`config.mk`:
```
export PLATFORM = sky130hd
export DESIGN_NAME = pc_fetch_sequencer
export DESIGN_NICKNAME = d
export VERILOG_FILES = /design/src/rtl/pc_fetch_sequencer.sv
export SDC_FILE = /design/constraint.sdc
export NUM_CORES = 1
export LEC_CHECK = 0
export CAP_MARGIN = 10
export CORE_ASPECT_RATIO = 0.75
export CORE_MARGIN = 3
export CORE_UTILIZATION = 44
export DETAILED_ROUTE_END_ITERATION = 7
export GPL_TIMING_DRIVEN = 0
export PLACE_DENSITY = 0.79
export SLEW_MARGIN = 5
export SYNTH_ARGS = -nofsm -noshare
export SYNTH_HDL_FRONTEND = slang
export SYNTH_SLANG_ARGS = --single-unit
```
`constraint.sdc`:
```
create_clock -name i_clk -period 6.8 [get_ports i_clk]
set_clock_uncertainty 0.05 [all_clocks]
set_input_delay 1.7 -clock i_clk [delete_from_list [all_inputs] [get_ports i_clk]]
set_output_delay 1.7 -clock i_clk [all_outputs]
set_load 0.02 [all_outputs]
```
`src/rtl/pc_fetch_sequencer.sv`:
```
// Fetch controller for the word-addressed PC: drives the next PC every cycle, runs the
// imem req/ack handshake and resolves stall, branch, jump, jr and fault redirects.
module pc_fetch_sequencer #(
    parameter int unsigned      WIDTH       = 32,
    parameter logic [WIDTH-3:0] EXC_VECTOR  = 'h20,
    parameter int unsigned      ACK_TIMEOUT = 15
) (
    input  logic             i_clk,
    input  logic             i_arstn,
    input  logic [WIDTH-3:0] i_pc,
    output logic [WIDTH-3:0] o_next_address,
    output logic             o_imem_req,
    output logic [WIDTH-1:0] o_imem_addr,
    input  logic             i_imem_ack,
    input  logic [31:0]      i_imem_rdata,
    output logic [31:0]      o_instr,
    output logic             o_instr_valid,
    input  logic             i_stall,
    input  logic             i_branch_taken,
    input  logic [15:0]      i_branch_off,
    input  logic             i_jump,
    input  logic [25:0]      i_jump_index,
    input  logic             i_jr,
    input  logic [WIDTH-1:0] i_jr_target,
    input  logic             i_exception,
    output logic             o_fault,
    output logic [1:0]       o_fault_cause,
    output logic [WIDTH-3:0] o_epc
);

    localparam int unsigned PW = WIDTH - 2;
    localparam int unsigned CW = $clog2(ACK_TIMEOUT + 1);

    localparam logic [1:0] StBoot  = 2'd0;
    localparam logic [1:0] StFetch = 2'd1;
    localparam logic [1:0] StStall = 2'd2;
    localparam logic [1:0] StFault = 2'd3;

    localparam logic [1:0] CauseTimeout = 2'b01;
    localparam logic [1:0] CauseJrAlign = 2'b10;
    localparam logic [1:0] CauseExc     = 2'b11;

    localparam logic [CW-1:0] TimeoutLast = CW'(ACK_TIMEOUT - 1);

    logic [1:0]    state_q, state_d;
    logic [CW-1:0] wait_q, wait_d;
    logic [31:0]   instr_buf_q, instr_buf_d;
    logic [PW-1:0] epc_q, epc_d;
    logic [1:0]    cause_q, cause_d;

    logic          in_fetch;
    logic          in_stall;
    logic          retire;
    logic          jr_misaligned;
    logic          timeout;
    logic [PW-1:0] pcp1;
    logic [PW-1:0] branch_off_ext;
    logic [PW-1:0] next_address;

    always_comb begin
        in_fetch       = (state_q == StFetch);
        in_stall       = (state_q == StStall);
        retire         = (in_fetch && i_imem_ack) || in_stall;
        jr_misaligned  = i_jr && (i_jr_target[1:0] != 2'b00);
        timeout        = in_fetch && !i_imem_ack && (wait_q == TimeoutLast);
        pcp1           = i_pc + PW'(1);
        branch_off_ext = {{(PW - 16){i_branch_off[15]}}, i_branch_off};

        state_d      = state_q;
        wait_d       = '0;
        instr_buf_d  = instr_buf_q;
        epc_d        = epc_q;
        cause_d      = 2'b00;
        next_address = i_pc;

        // Capture on the ack cycle so a stall can replay the word after imem moves on.
        if (in_fetch && i_imem_ack) begin
            instr_buf_d = i_imem_rdata;
        end

        case (state_q)
            StBoot: begin
                state_d = StFetch;
            end
            StFault: begin
                state_d      = StFetch;
                next_address = EXC_VECTOR;
            end
            default: begin
                if (retire) begin
                    if (i_exception) begin
                        state_d = StFault;
                        cause_d = CauseExc;
                        epc_d   = i_pc;
                    end else if (jr_misaligned) begin
                        state_d = StFault;
                        cause_d = CauseJrAlign;
                        epc_d   = i_pc;
                    end else if (i_stall) begin
                        state_d = StStall;
                    end else begin
                        state_d = StFetch;
                        if (i_jr) begin
                            next_address = i_jr_target[WIDTH-1:2];
                        end else if (i_jump) begin
                            next_address = {pcp1[PW-1:26], i_jump_index};
                        end else if (i_branch_taken) begin
                            next_address = pcp1 + branch_off_ext;
                        end else begin
                            next_address = pcp1;
                        end
                    end
                end else if (timeout) begin
                    state_d = StFault;
                    cause_d = CauseTimeout;
                    epc_d   = i_pc;
                end else if (in_fetch) begin
                    wait_d = wait_q + CW'(1);
                end
            end
        endcase
    end

    always_ff @(posedge i_clk or negedge i_arstn) begin
        if (!i_arstn) begin
            state_q     <= StBoot;
            wait_q      <= '0;
            instr_buf_q <= '0;
            epc_q       <= '0;
            cause_q     <= 2'b00;
        end else begin
            state_q     <= state_d;
            wait_q      <= wait_d;
            instr_buf_q <= instr_buf_d;
            epc_q       <= epc_d;
            cause_q     <= cause_d;
        end
    end

    // cause_q is only ever non-zero while sitting in the FAULT cycle.
    always_comb begin
        o_next_address = next_address;
        o_imem_req     = in_fetch;
        o_imem_addr    = {i_pc, 2'b00};
        o_instr_valid  = retire;
        o_instr        = in_stall ? instr_buf_q : i_imem_rdata;
        o_fault        = (state_q == StFault);
        o_fault_cause  = cause_q;
        o_epc          = epc_q;
    end

endmodule
```
==> results of run 1 <==
[power by group through the flow]
stage / clock network, uW / registers [uW] / logic, uW
2_1_floorplan: 0 / 822 / 798
3_3_place_gp: 0 / 708 / 1620
3_5_place_dp: 0 / 721 / 1630
4_1_cts: 508 / 716 / 1630
5_1_grt: 526 / 742 / 1740
6_report: 496 / 716 / 1650
[synth_stat cells, drive strengths merged, types with 6 or more instances]
cell,number
a211oi,13
a21o,14
a21oi,42
a22oi,9
and3,9
buf,38
clkbuf,27
dfrtp,70
ha,41
inv,15
mux2,91
mux2i,9
nand2,56
nand3,21
nand4,9
nor2,59
nor3,7
o21ai,44
o31ai,6
xnor2,32
xor2,24
[through the flow]
stage	power [uW]	cell area (um2)	TNS [ns]
after global placement	2326	9294	-25.24
after CTS	2853	9887	-0.01834
after detailed placement	2349	9311	-24.29
after floorplan	1620	6367	0
after global routing	3010	10100	-0.2647
final	2861	10100	0
[final cells by class]
| class | instances | area [um2] | share of cell area (%) |
|---|---|---|---|
| Timing Repair Buffer | 293 | 2790 | 27.64 |
| Clock buffer | 10 | 239.0 | 2.367 |
| Inverter | 15 | 56.30 | 0.5577 |
| Multi-Input combinational cell | 552 | 4546 | 45.02 |
| Sequential cell | 70 | 1752 | 17.35 |
| Buffer | 65 | 384.1 | 3.805 |
| Tap cell | 195 | 244.0 | 2.417 |
| Clock inverter | 6 | 85.08 | 0.8427 |
[layout by cell type (no fill, tap or decap), types with 7 or more instances in the layout]
master,n
xnor2_2,7
dlygate4sd2_1,7
nor2_1,55
buf_4,62
ha_1,32
mux2_2,91
a211oi_1,11
a22oi_1,9
clkdlybuf4s50_1,226
clkbuf_4,8
xnor2_1,24
nand3_1,16
clkbuf_16,9
ha_4,7
clkbuf_1,25
nand4_1,9
buf_2,9
and3_1,7
o21ai_0,34
nand2_1,53
dfrtp_1,70
mux2i_1,9
inv_1,14
xor2_1,19
a21o_1,14
a21oi_1,36
[sequential cells by signal (all words and copies together) (netlist names)]
name and cells:
instr_buf_q 32, wait_q 4, state_q 2, o_epc 30, o_fault_cause 2
[how the worst max path moves through the flow]
stage          startpoint            endpoint  slack, ns  cells after the start
2_1_floorplan     i_pc[2]  o_next_address[22]       0.09                     15
3_3_place_gp      i_pc[0]  o_next_address[29]      -1.53                     16
3_5_place_dp      i_pc[3]  o_next_address[22]      -1.46                     16
4_1_cts           i_pc[4]  o_next_address[29]      -0.01                     18
5_1_grt          i_pc[10]  o_next_address[29]      -0.14                     19
6_report         i_pc[10]  o_next_address[29]       0.05                     19
[metal layers]
layer,routed length [um],up-vias,track usage (%)
li1,-,3125,-
met1,10110,3210,40.76
met2,10960,377,44.51
met3,2728,20,8.107
met4,197,0,5.593
met5,0,-,0
[repair_timing]
item	in CTS	in global routing
setup endpoints to repair	23	21
buffers inserted	14	10
gates resized for setup	156	73
pin swaps	17	20
[worst max-delay path, cell delays in order]
cell and delay, ns:
buf_4 0.14, and3_4 0.21, and3_1 0.15, buf_4 0.14, and4_4 0.23, and2_4 0.14
buf_6 0.11, nand3_1 0.13, xnor2_2 0.20, ha_1 0.35, a21o_1 0.20, a21oi_2 0.15
nor2_1 0.07, a21oi_2 0.19, o311ai_4 0.14, a21o_1 0.20, and4_1 0.19, o31ai_2 0.17
buf_4 0.18
[logic make-up after synthesis]
group,Yosys count
compound gates,177
xor+xnor,56
fa+ha+maj,42
buf+inv,80
flops,70
mux,100
other cells,1
simple gates,175
==> flow_metrics.tcl, run 1 <==
set metrics [dict create \
    place_congestion 0.9876 \
    p_leak_uw 0.004265 \
    yosys.area_share.xor_xnor_pct 7.825 \
    syn_area_per_cell_um2 9.078 \
    final_cell_count_no_fill 1206 \
    port_buffers 268 \
    critical_path_required_ns 5.05 \
    hpwlAfterDp_um 18670 \
    intPower_uw 1737 \
    rrSetupSlack_ns 4.16 \
    finalMaxSlewViolations 0 \
    top_level_ports 273 \
    antenna_left 0 \
    cts_num_sinks 70 \
    drt-total-wl_um 24000 \
    dr_total_vias 6732 \
    clk_pin_slew_ns 0.05 \
    start_util_pct 45.67 \
    synth.yosys.seq_area_share_pct 27.53 \
    num_rows 37 \
    grt_pass1_vias 6407 \
    seqPwrFrac_pct 25.0 \
    wl_per_cell_um 19.90 \
    fin_util_pct 72.45 \
    clkLatencyLatePin_ns 0.32 \
    worstRegToRegCells 8 \
    synth_area_leaders "dfrtp_1 (28%), mux2_2 (16%), ha_1 (8.1%)" \
    tightest_slew_ns 1.009 \
    period_share_pct 99.25 \
    cts_buffer_depth 2 \
    slew-limit-headroom_pct 32.65 \
    synth_compound_area_share_pct 19.41 \
    nNetsFinal 1192 \
    layout_setup_ws_ns 0.05085 \
    drtIter0Drc 611 \
    fmax_mhz 148.2 \
    hold_depth 2 \
    switching_share_pct 39.26 \
    cts_tree "done" \
    timing.rr.start "state_q[0]" \
    worstPathArrival_ns 5.00 \
    grt_usage_pct 28.85 \
    ys_types 61 \
    hold_path.class "reg -> reg" \
    place_inst 1166 \
    end_kind "output pin" \
    hold_viol 0 \
    path_max_fanout 6 \
    hold_path_startpoint "o_epc[5]" \
    area.growth.synth_to_final_pct 58.65 \
    synthSimpleGateAreaFrac_pct 12.45 \
    drive_gt1_share_pct 26.61 \
    worst-setup-path-type "in -> out" \
    cts_hold_buf 0 \
    muxShareOfSynthArea_pct 17.52 \
    diodes 0 \
    synth_top_cell_by_area "dfrtp_1" \
    via_per_inst 5.582 \
    overflow 0 \
    combinationalPowerShare_pct 57.6 \
    place_ws_ns -1.463 \
    fillers 1097 \
    synth_flop_cell "dfrtp_1" \
    grt_max_degree 38 \
    cts_max_level 3 \
    drt_pre_antenna_iters 6 \
    fp.dieW_um 144.9 \
    die_area_um2 15960 \
    syn_area_um2 6364 \
    syn_inst 701 \
    max_cap_violations 0 \
    numCtsBuffers 9 \
    setup_viol 0 \
    p_switching_uw 1123 \
    synth_edf_count 0 \
    r2r-end "o_epc[20]" \
    synth_top_area_share_pct 27.53 \
    grt_pass1_wl_um 35590 \
    hold_end "o_epc[5]" \
    synth_top_family_by_area "compound AO/OA/AOI/OAI gates" \
    p_per_area_nw_per_um2 283.3 \
    status "finished clean" \
    drc 0 \
    dieHeight_um 110.2 \
    clkPwrFrac_pct 17.3 \
    peakVddDrop_mv 0.2064 \
    yosys_warnings 0 \
    rsz0062_at_grt "true" \
    hold_ws_ns 0.4293 \
    antenna_found_initial 0 \
    cts-root-buf "clkbuf_16" \
    synthAdderAreaFrac_pct 8.376 \
    synth-async-reset-ratio_pct 100.0 \
    worst_setup_path_start_kind "primary input" \
    ys_ff_latch 70 \
    min_period_ns 6.749 \
    fp.coreArea_um2 13930 \
]
Power figures use the tool's default switching activity.
==> inputs of run 2 (changes only) <==
--- a/config.mk
+++ b/config.mk
@@ -11,8 +11,8 @@
 export CORE_UTILIZATION = 44
 export DETAILED_ROUTE_END_ITERATION = 7
 export GPL_TIMING_DRIVEN = 0
+export MAX_ROUTING_LAYER = met4
 export PLACE_DENSITY = 0.79
-export SLEW_MARGIN = 5
 export SYNTH_ARGS = -nofsm -noshare
 export SYNTH_HDL_FRONTEND = slang
 export SYNTH_SLANG_ARGS = --single-unit
==> flow_metrics.tcl, run 2 (synthesis gave the netlist of run 1 again) <==
set metrics [dict create \
    clkLatencyLatePin_ns 0.33 \
    max_stage_delay_ns 0.32 \
    top_level_ports 273 \
    overflow 0 \
    rsz0062_at_grt "true" \
    seqPwrFrac_pct 24.8 \
    port_buffers 268 \
    drt-met1-wl_um 10650 \
    hpwlAfterDp_um 18750 \
    intPower_uw 1739 \
    cts_tree "done" \
    grt_pass1_wl_um 36030 \
    setup_viol 0 \
    fmax_mhz 147.7 \
    path_max_fanout 5 \
    met2WireLength_um 10690 \
    peakVddDrop_mv 0.2467 \
    drt-total-wl_um 24310 \
    critical_path_required_ns 5.05 \
    status "finished clean" \
    max_cap_violations 0 \
    hold_path.class "reg -> reg" \
    cts_buffer_depth 2 \
    num_rows 37 \
    cp_top_family "simple AND/OR/NAND/NOR gates" \
    cts-root-buf "clkbuf_16" \
    worst_setup_path_start_kind "primary input" \
    die_area_um2 15960 \
    finalMaxSlewViolations 0 \
    wl_per_cell_um 20.09 \
    total_power_uw 2875 \
    via_per_inst 5.547 \
    antenna_left 0 \
    grt_max_degree 71 \
    dieHeight_um 110.2 \
    p_leak_uw 0.004286 \
    tightest_slew_ns 0.9159 \
    nNetsFinal 1195 \
    combinationalPowerShare_pct 57.8 \
    switching_share_pct 39.52 \
    clkPwrFrac_pct 17.5 \
    path_cells "clkdlybuf4s18_2, nand3_4, nor3_4, buf_4, nand2_1, xnor2_2, ha_4, nand3_1, nor2_1, nand2_1, o2111ai_4, o31ai_4, buf_4, o311ai_2, nand3_1, and4_1, o31ai_2, buf_4" \
    start_util_pct 45.67 \
    antenna_found_initial 1 \
    final_common_cell "clkdlybuf4s50_1" \
    largest_reg_flops 32 \
    drc 0 \
    p_switching_uw 1136 \
    place_congestion 1.008 \
    numCtsBuffers 9 \
    top_register "instr_buf_q" \
    cts_max_level 3 \
    dr_total_vias 6712 \
    worst_path_max_delay_cell "ha_4" \
    min_period_ns 6.771 \
    final_cell_mix "clkdlybuf4s50_1 (226), mux2_2 (91), dfrtp_1 (70)" \
    clk_pin_slew_ns 0.05 \
    drt_pre_antenna_iters 5 \
    hold_viol 0 \
    fp.coreArea_um2 13930 \
    end_kind "output pin" \
    top_layer_used "met4" \
    fp.dieW_um 144.9 \
    p_per_area_nw_per_um2 284.9 \
    area.growth.synth_to_final_pct 58.59 \
    cpMostUsedCell "buf_4" \
    drtIter0Drc 639 \
    worstPathArrival_ns 5.02 \
    cts_num_sinks 70 \
    crit_buf_inv 4 \
    worst-setup-path-type "in -> out" \
    grt_pass1_vias 6519 \
    slew-limit-headroom_pct 38.84 \
    wl_met3_um 2504 \
    drive_gt1_share_pct 26.92 \
    period_share_pct 99.57 \
    grt_usage_pct 30.10 \
    cts_hold_buf 0 \
    fin_util_pct 72.43 \
]
[run 2: cell types whose count changed in the layout (fill, tap and decap cells not counted), sizes merged]
cell	delta
buf	+5
dlygate4sd2	-2
clkbuf	-1
clkdlybuf4s15	-1
clkdlybuf4s18	+1
diode	+1
dlymetal6s2s	+1
[run 2: power groups by stage]
stage / registers [uW] / logic [uW] / clock network, uW
after floorplan: 822 / 798 / 0
after global placement: 706 / 1620 / 0
after detailed placement: 718 / 1640 / 0
after CTS: 713 / 1650 / 508
after global routing: 739 / 1760 / 527
final: 712 / 1660 / 502
[run 2: area by class of cell]
class / count / area (um2)
multi-input combinational: 552 / 4544
fill: 1063 / 3842
timing repair buffer: 296 / 2790
sequential: 70 / 1752
buffer: 65 / 379.1
tap: 195 / 244.0
clock buffer: 10 / 239.0
clock inverter: 6 / 85.08
inverter: 15 / 56.30
antenna: 1 / 2.502
[run 2: layer usage]
layer  global-route usage, %  vias up
met5                       -        -
met4                   8.189        0
met3                   6.598       39
met2                   44.47      372
met1                   41.86     3157
li1                        -     3144
[run 2: worst paths after layout]
kind                       startpoint                  to  slack, ns  cells past startpoint
max                           i_pc[5]  o_next_address[29]       0.03                     18
min                         o_epc[17]           o_epc[17]       0.43                      2
max reg2reg                state_q[0]           o_epc[18]       4.16                      8
min reg2reg                 o_epc[17]           o_epc[17]       0.43                      2
max in group asynchronous     i_arstn           o_epc[20]       4.70                      1
min in group asynchronous     i_arstn      instr_buf_q[8]       1.44                      1
[run 2: through the flow]
step                 TNS, ns  cell area [um2]  hold slack (ns)  std cells  worst slack, ns
floorplan                  0             6367           0.4035        702          0.08585
global placement      -24.16             9294           0.4161       1165           -1.438
detailed placement    -23.86             9291           0.4248       1165           -1.431
CTS                 -0.02262             9990           0.4362       1204         -0.02262
global route         -0.5043            10090           0.4659       1210          -0.1522
finish                     0            10090           0.4335       1210          0.02899
[run 2: tightest hold or removal path, cell delays in order (launching register included)]
cell	delay (ns)
dfrtp_1	0.33
nand2_1	0.04
o21ai_0	0.07
[run 2: timing repair]
| item | 4_1_cts | 5_1_grt |
|---|---|---|
| pin swaps | 28 | 15 |
| resized for setup | 151 | 72 |
| endpoints found under the setup margin | 24 | 24 |
| buffers inserted | 23 | 5 |
